[config.mk]
export PLATFORM = sky130hd
export DESIGN_NAME = fetch_unit
export DESIGN_NICKNAME = d
export VERILOG_FILES = /design/src/rtl/fetch_unit.sv
export SDC_FILE = /design/constraint.sdc
export NUM_CORES = 1
export LEC_CHECK = 0
export BUFFER_PORTS_ARGS = -buffer_cell sky130_fd_sc_hd__buf_2
export CAP_MARGIN = 15
export CELL_PAD_IN_SITES_DETAIL_PLACEMENT = 0
export CELL_PAD_IN_SITES_GLOBAL_PLACEMENT = 1
export CORE_ASPECT_RATIO = 0.5
export CORE_MARGIN = 1
export CORE_UTILIZATION = 39
export CTS_CLUSTER_SIZE = 12
export DETAILED_ROUTE_END_ITERATION = 8
export GPL_ROUTABILITY_DRIVEN = 0
export MAX_ROUTING_LAYER = met4
export PLACE_DENSITY = 0.89
export SETUP_SLACK_MARGIN = 0.15
export SYNTH_ARGS = -nofsm -noshare
export SYNTH_HDL_FRONTEND = slang
export SYNTH_SLANG_ARGS = --single-unit
[constraint.sdc]
create_clock -name clk -period 2.4 [get_ports clk]
set_input_delay 0.48 -clock clk [delete_from_list [all_inputs] [get_ports clk]]
set_output_delay 0.48 -clock clk [all_outputs]
set_load 0.05 [all_outputs]
[src/rtl/fetch_unit.sv]
// Instruction fetch stage: owns the PC, fetches one word at a time over a req/ack
// handshake and holds it for decode until consumed or redirected.
module fetch_unit #(
    parameter logic [31:0] RESET_PC  = 32'h0000_0000,
    parameter logic [31:0] NOP_INSTR = 32'h0000_0013
) (
    input  logic        clk,
    input  logic        nRst,
    output logic        imem_req,
    output logic [31:0] imem_addr,
    input  logic        imem_ack,
    input  logic [31:0] imem_rdata,
    input  logic        stall,
    input  logic        redirect_valid,
    input  logic [31:0] redirect_pc,
    output logic        instr_valid,
    output logic [31:0] instruction,
    output logic [31:0] instr_pc,
    output logic [31:0] pc_plus4
);

    typedef enum logic [1:0] {
        IDLE  = 2'd0,
        FETCH = 2'd1,
        FLUSH = 2'd2,
        VALID = 2'd3
    } state_t;

    state_t      r_state;
    state_t      w_next_state;
    logic [31:0] r_pc;
    logic [31:0] r_pend_pc;
    logic [31:0] r_instr;
    logic [31:0] r_instr_pc;
    logic [31:0] w_target;

    assign w_target = redirect_pc & ~32'h3;

    always_ff @(posedge clk or negedge nRst) begin
        if (!nRst) begin
            r_state <= IDLE;
        end else begin
            r_state <= w_next_state;
        end
    end

    always_comb begin
        w_next_state = r_state;
        case (r_state)
            IDLE:  w_next_state = FETCH;
            FETCH: begin
                if (imem_ack && !redirect_valid) begin
                    w_next_state = VALID;
                end else if (!imem_ack && redirect_valid) begin
                    w_next_state = FLUSH;
                end
            end
            // The in-flight request must complete before the redirected fetch starts.
            FLUSH: begin
                if (imem_ack) begin
                    w_next_state = FETCH;
                end
            end
            VALID: begin
                if (redirect_valid || !stall) begin
                    w_next_state = FETCH;
                end
            end
            default: w_next_state = IDLE;
        endcase
    end

    always_comb begin
        imem_req    = (r_state == FETCH) || (r_state == FLUSH);
        instr_valid = (r_state == VALID);
        imem_addr   = r_pc;
        instruction = r_instr;
        instr_pc    = r_instr_pc;
        pc_plus4    = r_instr_pc + 32'd4;
    end

    always_ff @(posedge clk or negedge nRst) begin
        if (!nRst) begin
            r_pc       <= RESET_PC;
            r_pend_pc  <= RESET_PC;
            r_instr    <= NOP_INSTR;
            r_instr_pc <= RESET_PC;
        end else begin
            case (r_state)
                FETCH: begin
                    if (imem_ack) begin
                        if (redirect_valid) begin
                            r_pc <= w_target;
                        end else begin
                            r_instr    <= imem_rdata;
                            r_instr_pc <= r_pc;
                        end
                    end else if (redirect_valid) begin
                        r_pend_pc <= w_target;
                    end
                end
                // Latest redirect wins, even one arriving with the flushed ack.
                FLUSH: begin
                    if (imem_ack) begin
                        r_pc <= redirect_valid ? w_target : r_pend_pc;
                    end else if (redirect_valid) begin
                        r_pend_pc <= w_target;
                    end
                end
                VALID: begin
                    if (redirect_valid) begin
                        r_instr <= NOP_INSTR;
                        r_pc    <= w_target;
                    end else if (!stall) begin
                        r_instr <= NOP_INSTR;
                        r_pc    <= r_pc + 32'd4;
                    end
                end
                default: begin
                end
            endcase
        end
    end

endmodule

==> summary.txt, run 1 <==
Power
  • Clock power frac: 16.3%
  • Net Sw Frac: 50.4%
  • Leak: 4.67 nW
  • Sw power: 8.32 mW
  • VDD IR max: 792 uV
  • Internal power: 8.19 mW
  • Sequential share of power: 25.7%
  • Power per cell area: 1680 nW/um^2
  • Comb pwr share: 58.0%

Layout
  • Register area: 3280 sq um
  • Fillers: 1,393
  • Area growth syn-to-layout: 46.8%
  • Share of cells above drive strength 1: 47.9%
  • Design area: 9860 sq um
  • Area of the multi-input gates: 3830 sq um
  • Post-Layout Cell Count: 1,146
  • Final nets: 981

Clock tree
  • Clock slew at reported path FFs: 0.06 ns
  • CTS H-tree depth: 4
  • Clock Latency Late Sink: 0.41 ns
  • CTS Sinks: 130
  • CTS root buf: clkbuf_16
  • Clock buffer depth: 2
  • Total CTS buffers: 17
  • CTS tree: built

GRT
  • GRT Resource Usage Total: 22.5%
  • Grt ovf: 0
  • Initial antenna violation count: 1
  • First-pass GRT wire length: 30,700 um
  • Largest net degree at the start of global routing: 65
  • Vias in the first global route: 5,923

Synthesis
  • Mapped Cells: 664
  • Cell variety after synth: 60
  • FF+latch count, synth: 130
  • Post-synthesis area per instance: 10.1 sq um
  • EDFF count, synth: 0
  • Post-synth ARST share: 100%
  • Post-Syn Nets: 740
  • Post-Synthesis Cell Area: 6720 sq um
  • Cell taking the most area after synthesis: dfrtp_1
  • Top cell type's share of synthesized area: 47.3%
  • YS warnings: 0
  • Largest cells by area after synthesis: dfrtp_1 (47%), mux2_2 (9.7%), o21ai_1 (4.5%)
  • Predominant post-synthesis flop cell: dfrtp_1
  • Seq/Total Area, Yosys: 48.5%

Route
  • DR iter-0 viols: 412
  • Vias/cell: 5.32
  • WL final: 19,000 um
  • WL per Instance: 16.5 um
  • Vias: 6,093
  • DRT Pass-1 Iters: 7
  • Antenna-violating nets left: 0
  • DRC: 0

Floorplanning
  • Starting Density: 40.5%
  • Core ar.: 16,600 sq um
  • Boundary pin count: 199
  • DIE HEIGHT: 94.8 um
  • Die ar.: 17,800 sq um
  • Die W: 188 um
  • Std cell rows: 33

Place
  • DPL Wire Length: 13,500 um
  • Area post-placement: 8810 sq um
  • Post-Place Cells: 1,101
  • Port bufs: 196

Timing
  • Measured slew at the worst slew-check pin: 0.483 ns
  • Setup violators final: 17
  • Hold Vio Cnt, Final: 0
  • Clk_skew: 0.00637 ns
  • Final worst slack: -0.268 ns
  • Final worst path period share: 111%
  • Slew Viols, Final: 0
  • RSZ-0062 raised after global routing: yes
  • Setup TNS: -2.73 ns
  • Max Clk Rate: 375 MHz
  • Fin crit period: 2.67 ns
  • Slew headroom: 67.5%

Setup path
  • Worst setup EP type: primary output
  • Flop2flop setup slack: 0.26 ns
  • CP max-delay cell: dfrtp_2
  • Worst flop-to-flop path startpoint: r_state[1]$_DFFE_PN0P_
  • CP Launch Type: flop
  • CP endpoint: pc_plus4[24]
  • Critical-path maximum fanout: 3
  • Buf/Inv on CP: 2
  • Worst reg2reg path endpoint: imem_addr[6]$_DFFE_PN0P_
  • Delay-heaviest family, CP: simple AND/OR/NAND/NOR gates
  • Critical path origin: instr_pc[4]$_DFFE_PN0P_
  • Crit-path most repeated cell: buf_6
  • Cell count of the worst reg-to-reg path: 8
  • CP Class: flop to primary output
  • CP cell instances: and4_4, buf_6, nand4_1, or2_4, nor3_4, xor2_4, buf_6
  • Worst path arrival time: 2.19 ns
  • Levels on crit path: 7
  • WP data required: 1.92 ns
  • Critical path's largest stage delay: 0.36 ns

Run status
  • Violated checks: negative setup slack
  • Status: finished, violations left

Job
  • Max Cap Violations: 0

Hold path
  • Hold WC Path Type: input pin to flop
-- cells by family after synthesis --
logic type,synth area share [%]
XOR/XNOR,3.65
adder cells (fa/ha/maj),1.30
flip-flops,48.5
buffers and inverters,3.33
AND/OR/NAND/NOR,17.1
AO/OA/AOI/OAI,16.4
multiplexers,9.73
-- metal layers --
metal | wire, um | track usage, %
met1 | 8760 | 30.0
met2 | 8750 | 34.7
met5 | 0 | -
met3 | 1150 | 4.91
met4 | 291 | 6.44
-- what timing repair did --
item                                    4_1_cts  5_1_grt
setup buffers                                 7        4
gates resized for setup                      77       15
pin swaps                                    20        9
hold buffers                                  1        0
hold endpoints to repair                     33        0
endpoints found under the setup margin       22       26
-- placed cells by master (no fill, tap or decap), drive strengths merged, types with 12 or more instances in the layout --
cell    netlist  routed
buf          10     265
dfrtp       127     127
o21ai        82      82
nand2        78      78
mux2         58      58
nor2         34      34
nand2b       30      30
clkbuf       34      21
xnor2        19      19
nand3        18      18
a22oi        15      15
a21oi        12      12
and3         12      12
-- power groups by stage --
stage | Clock [mW] | Sequential (mW) | Combinational (mW)
6_report | 2.69 | 4.25 | 9.57
3_5_place_dp | 0 | 4.23 | 9.23
4_1_cts | 2.74 | 4.22 | 9.55
5_1_grt | 2.83 | 4.39 | 10.2
3_3_place_gp | 0 | 4.17 | 9.07
2_1_floorplan | 0 | 6.83 | 4.03
-- worst min path at each step --
stage | startpoint | to | cells after the start
2_1_floorplan | nRst | imem_addr[0]$_DFFE_PN0P_ | 0
5_1_grt | imem_rdata[10] | instruction[10]$_DFFE_PN0P_ | 3
3_5_place_dp | nRst | instruction[25]$_DFFE_PN0P_ | 1
4_1_cts | imem_rdata[25] | instruction[25]$_DFFE_PN0P_ | 3
6_report | imem_rdata[31] | instruction[31]$_DFFE_PN0P_ | 3
3_3_place_gp | nRst | instruction[31]$_DFFE_PN0P_ | 1
-- stage by stage --
step / total power, mW / util, % / setup slack [ns] / hold slack [ns]
CTS: 16.5 / 58.8 / -0.284 / 0.302
finish: 16.5 / 59.4 / -0.268 / 0.311
floorplan: 10.9 / - / -0.191 / 0.184
global placement: 13.2 / 53.1 / 0.0160 / 0.404
global route: 17.4 / 59.4 / -0.336 / 0.309
detailed placement: 13.5 / 53.1 / -0.0102 / 0.412
-- registers in the layout, indices dropped and copies added, names as in the netlist --
name and cells:
r_pend_pc 32, instr_pc 32, instruction 32, imem_addr 32, r_state 2
-- area by class of cell --
| cell class | instances | area share, % |
|---|---|---|
| sequential | 130 | 33.3 |
| clock buffer | 21 | 4.57 |
| multi-input combinational | 481 | 38.8 |
| timing repair buffer | 266 | 18.4 |
| inverter | 9 | 0.343 |
| antenna | 1 | 0.0254 |
| tap | 227 | 2.88 |
| clock inverter | 11 | 1.64 |
-- worst min-delay path, cell delays in order --
cell      delay (ns)
buf_2           0.10
nand2b_1        0.06
o21ai_1         0.05
-- synthesized netlist by cell type (4+ instances only) --
library cell / n
a21oi_1: 12
a221oi_1: 4
a222oi_1: 6
a22o_1: 11
a22oi_1: 15
a31oi_1: 8
and3_1: 12
and4_1: 7
buf_2: 5
clkbuf_1: 34
dfrtp_1: 127
ha_1: 7
inv_1: 8
mux2_2: 58
nand2_1: 78
nand2b_1: 30
nand3_1: 18
nand4_1: 8
nor2_1: 34
nor3_1: 8
nor4_1: 4
o211ai_1: 4
o21ai_0: 21
o21ai_1: 61
xnor2_1: 19
xor2_1: 9
Note: power is estimated with default switching activity, not from simulation.
==> run 2: changes to the inputs <==
BUFFER_PORTS_ARGS = not set   (was -buffer_cell sky130_fd_sc_hd__buf_2)
CORE_UTILIZATION = 45   (was 39)
DONT_BUFFER_PORTS = 1   (was not set)
PLACE_DENSITY = 0.84   (was 0.89)
==> run 2 against run 1 <==
Against the previous run:
- critical path depth shrank 1
- core utilization up 4.4 points
- non-clock buffer count is 149 lower
- clock skew increased by 0.0036 ns
- cell count fell by 16%
- sequential cell count unchanged
- maximum frequency decreased by 0.49%
- the run ends with negative hold slack, negative setup slack left
- sequential share of layout area increased by 2.2 points
- worst setup slack got worse by 0.013 ns
- global-route usage is 2.1 points higher
- die area fell by 13%
==> summary.txt, run 2 (synthesis results as in run 1) <==
Run status
  • Status: finished, violations left
  • Violated checks: negative hold slack, negative setup slack

Setup path
  • CP max-delay cell: or4_4
  • CP cell instances: and3_4, nand3_4, or4_4, nor2_4, xor2_4, buf_12
  • Worst flop-to-flop path startpoint: r_state[0]$_DFFE_PN0P_
  • Worst reg2reg path endpoint: imem_addr[14]$_DFFE_PN0P_
  • Critical path origin: instr_pc[21]$_DFFE_PN0P_
  • Critical path's largest stage delay: 0.63 ns
  • CP Launch Type: flop
  • Worst path arrival time: 2.20 ns
  • CP Class: flop to primary output
  • Cell count of the worst reg-to-reg path: 8
  • Critical-path maximum fanout: 4
  • Flop2flop setup slack: 0.29 ns
  • CP endpoint: pc_plus4[29]
  • WP data required: 1.92 ns
  • Worst setup EP type: primary output

Layout
  • Most frequent cells in the layout: dfrtp_1 (109), buf_4 (84), nand2_1 (71)
  • Final nets: 832
  • Design area: 9250 sq um
  • Area growth syn-to-layout: 37.8%
  • Number of diodes: 0
  • Fillers: 1,095
  • Share of cells above drive strength 1: 38.2%
  • Most common cell after layout, fill and taps aside: dfrtp_1

Route
  • Vias: 5,651
  • DR iter-0 viols: 438
  • Antenna-violating nets left: 0
  • WL per Instance: 19.5 um
  • WL final: 18,900 um
  • DRT Pass-1 Iters: 5
  • DRC: 0
  • Vias/cell: 5.84

Clock tree
  • CTS H-tree depth: 4
  • Clock Latency Late Sink: 0.41 ns
  • Clock slew at reported path FFs: 0.06 ns
  • CTS Sinks: 130
  • Total CTS buffers: 17
  • CTS tree: built
  • CTS root buf: clkbuf_16
  • Clock buffer depth: 2

Timing
  • Final worst slack: -0.281 ns
  • Hold_ws: -0.244 ns
  • Max Clk Rate: 373 MHz
  • Slew headroom: 40.5%
  • Setup TNS: -2.97 ns
  • Fin crit period: 2.68 ns
  • Slew Viols, Final: 0
  • Clk_skew: 0.00997 ns
  • RSZ-0062 raised after global routing: yes
  • Measured slew at the worst slew-check pin: 0.893 ns
  • Hold Vio Cnt, Final: 130
  • Final worst path period share: 112%
  • Setup violators final: 18

Floorplanning
  • DIE HEIGHT: 88.4 um
  • Core ar.: 14,500 sq um
  • Std cell rows: 31
  • Starting Density: 46.3%
  • Die W: 175 um
  • Die ar.: 15,400 sq um
  • Boundary pin count: 199

GRT
  • GRT Resource Usage Total: 24.6%
  • Initial antenna violation count: 0
  • First-pass GRT wire length: 28,200 um
  • Grt ovf: 0
  • Largest net degree at the start of global routing: 131
  • Vias in the first global route: 5,339

Hold path
  • Hold WC Path Type: input pin to asynchronous set/reset pin

Place
  • DPL Wire Length: 12,900 um
  • Area post-placement: 8310 sq um
  • Port bufs: 0

Job
  • Max Cap Violations: 0
-- run 2: cell types whose count changed in the layout (fill, tap and decap cells not counted), sizes merged --
cell / change
buf: -148
inv: +1
bufinv: +1
clkinvlp: +2
clkinv: -3
diode: -1
dlygate4sd3: -1
clkbuf: -1
-- run 2: worst max-delay path, delay by kind of cell (launching register included) --
family,cells,cell delay [ns]
simple gates,4,1.09
xor+xnor,1,0.18
buf+inv,1,0.15
flops,1,0.36
-- run 2: through the flow --
stage / cells / utilization [%] / worst slack (ns)
global route: 967 / 63.8 / -0.345
floorplan: 664 / - / -0.191
finish: 967 / 63.8 / -0.281
detailed placement: 922 / 57.3 / 0.0592
global placement: 922 / 57.3 / 0.107
CTS: 959 / 62.4 / -0.326
-- run 2: cell type report --
class | count | area, sq um | share of cell area [%]
clock buffers | 20 | 457 | 4.94
well taps | 198 | 248 | 2.68
flip-flops and latches | 130 | 3280 | 35.5
repair buffers | 117 | 1210 | 13.1
multi-input cells | 481 | 3820 | 41.2
inverters | 9 | 33.8 | 0.365
clock inverters | 12 | 204 | 2.20
-- run 2: how the worst min path moves through the flow --
stage	to	depth (start not counted)	slack, ns
after detailed placement	instr_pc[30]$_DFFE_PN0P_	0	0.19
after global routing	instr_pc[2]$_DFFE_PN0P_	0	-0.26
after CTS	instr_pc[30]$_DFFE_PN0P_	0	-0.26
final	instr_pc[28]$_DFFE_PN0P_	0	-0.24
after global placement	instr_pc[30]$_DFFE_PN0P_	0	0.19
after floorplan	imem_addr[0]$_DFFE_PN0P_	0	0.18
-- run 2: timing repair --
item,in CTS,in global routing
resized for setup,10,31
buffers inserted,5,8
hold endpoints to repair,130,130
pin swaps,11,20
setup endpoints to repair,21,24
-- run 2: layer usage --
metal / up-vias / track usage (%) / share of wire [%]
met1: 2752 / 32.6 / 45
met3: 32 / 6.62 / 7.8
li1: 2606 / - / -
met5: - / - / 0
met2: 261 / 36.0 / 45
met4: 0 / 9.88 / 1.4
Power of run 2 is left out: the tool's default activity adds up to more than one toggle a clock period on the data nets, which glitch-free logic cannot reach.
==> run 3: changes to the inputs <==
CORE_MARGIN = 5   (was 1)
==> run 3 against run 2 <==
Against the previous run:
- the run still ends with negative hold slack, negative setup slack left
- register-to-register slack better by 0.03 ns
- sequential share of layout area up 0.38 points
- first-iteration DRC count up 21%
- cell area down 1.1%
- die area up 14%
- worst setup slack worse by 0.00089 ns
- via count down 2.3%
- critical endpoint unchanged
- largest cell class unchanged
- highest routed layer unchanged
==> summary.txt, run 3 (synthesis results as in run 1) <==
Run status
  • Status: finished, violations left
  • Violated checks: negative hold slack, negative setup slack

GRT
  • Vias in the first global route: 5,570
  • Largest net degree at the start of global routing: 131
  • GRT Resource Usage Total: 22.8%
  • First-pass GRT wire length: 30,500 um
  • Initial antenna violation count: 0
  • Grt ovf: 0

Layout
  • Fillers: 1,135
  • Most frequent cells in the layout: dfrtp_1 (109), buf_4 (83), nand2_1 (75)
  • Area growth syn-to-layout: 36.3%
  • Share of cells above drive strength 1: 36.9%
  • Final nets: 829
  • Number of diodes: 0
  • Most common cell after layout, fill and taps aside: dfrtp_1

Clock tree
  • CTS H-tree depth: 4
  • Total CTS buffers: 17
  • Clock Latency Late Sink: 0.41 ns
  • Clock slew at reported path FFs: 0.06 ns
  • CTS Sinks: 130
  • Clock buffer depth: 2
  • CTS tree: built
  • CTS root buf: clkbuf_16

Route
  • WL per Instance: 19.9 um
  • Top Layer Used: met4
  • DR iter-0 viols: 530
  • Vias: 5,523
  • Metal2 WL: 8670 um
  • DRC: 0
  • DRT Pass-1 Iters: 5
  • Vias/cell: 5.73
  • Wl on met1: 8480 um
  • Met3 WL: 1780 um
  • WL final: 19,200 um
  • Antenna-violating nets left: 0

Timing
  • Slew headroom: 40.1%
  • Hold_ws: -0.236 ns
  • Final worst slack: -0.282 ns
  • Max Clk Rate: 373 MHz
  • Slew Viols, Final: 0
  • Setup violators final: 18
  • Hold Vio Cnt, Final: 130
  • Measured slew at the worst slew-check pin: 0.899 ns
  • Fin crit period: 2.68 ns
  • RSZ-0062 raised after global routing: yes
  • Final worst path period share: 112%
  • Clk_skew: 0.00623 ns

Floorplanning
  • Die ar.: 17,600 sq um
  • Die W: 183 um
  • Boundary pin count: 199
  • Core ar.: 14,500 sq um
  • Std cell rows: 31
  • DIE HEIGHT: 96.4 um
  • Starting Density: 46.2%

Setup path
  • Flop2flop setup slack: 0.32 ns
  • CP Class: flop to primary output
  • WP data required: 1.92 ns
  • CP Launch Type: flop
  • Critical-path maximum fanout: 4
  • Worst setup EP type: primary output
  • Worst path arrival time: 2.20 ns

Place
  • Port bufs: 0
  • DPL Wire Length: 13,900 um

Hold path
  • Hold WC Path Type: input pin to asynchronous set/reset pin

Job
  • Max Cap Violations: 0
==> run 3: final timing paths <==
check,depth (start not counted),start,endpoint
max reg2reg,6,imem_addr[2]$_DFFE_PN0P_,imem_addr[18]$_DFFE_PN0P_
min reg2reg,1,r_pend_pc[0]$_DFFE_PN0P_,r_pend_pc[0]$_DFFE_PN0P_
min,0,nRst,instruction[28]$_DFFE_PN0P_
max,6,instr_pc[6]$_DFFE_PN0P_,pc_plus4[29]
min in group clk,2,imem_rdata[30],instruction[30]$_DFFE_PN0P_
max in group asynchronous,0,nRst,instr_pc[17]$_DFFE_PN0P_
==> run 3: worst max-delay path: stages (launching register included) <==
cell and delay (ns):
dfrtp_2 0.36, and4_4 0.25, nand4_4 0.09, or4_4 0.60, nor2_4 0.16, xor2_4 0.18
buf_12 0.15
==> run 3: final cells by class <==
class / count / area [sq um] / share of cell area [%]
Multi-Input combinational cell: 481 / 3740 / 40.9
Clock inverter: 12 / 203 / 2.21
Sequential cell: 130 / 3280 / 35.8
Clock buffer: 20 / 467 / 5.10
Inverter: 9 / 33.8 / 0.369
Timing Repair Buffer: 114 / 1180 / 12.9
Tap cell: 198 / 248 / 2.71
==> run 3: what timing repair did <==
item	in CTS	in global routing
resized for setup	13	10
setup endpoints to repair	24	27
pin swaps	7	8
buffers inserted	4	4
hold endpoints to repair	130	130
==> run 3: routing by layer <==
| metal | track usage (%) | vias up |
|---|---|---|
| li1 | - | 2587 |
| met1 | 30.5 | 2684 |
| met3 | 6.77 | 20 |
| met4 | 6.55 | 0 |
| met2 | 34.1 | 232 |
| met5 | - | - |
==> run 3: per-stage QoR <==
| stage | TNS, ns | cells | setup WS, ns | instance area [sq um] | utilization (%) |
|---|---|---|---|---|---|
| after global routing | -5.19 | 964 | -0.363 | 9160 | 62.9 |
| after detailed placement | 0 | 924 | 0.00240 | 8310 | 57.2 |
| after CTS | -3.96 | 960 | -0.352 | 9070 | 62.4 |
| final | -3.38 | 964 | -0.282 | 9160 | 62.9 |
| after global placement | 0 | 924 | 0.0734 | 8310 | 57.2 |
| after floorplan | -1.31 | 664 | -0.191 | 7170 | - |
Power of run 3 is left out for the same reason.
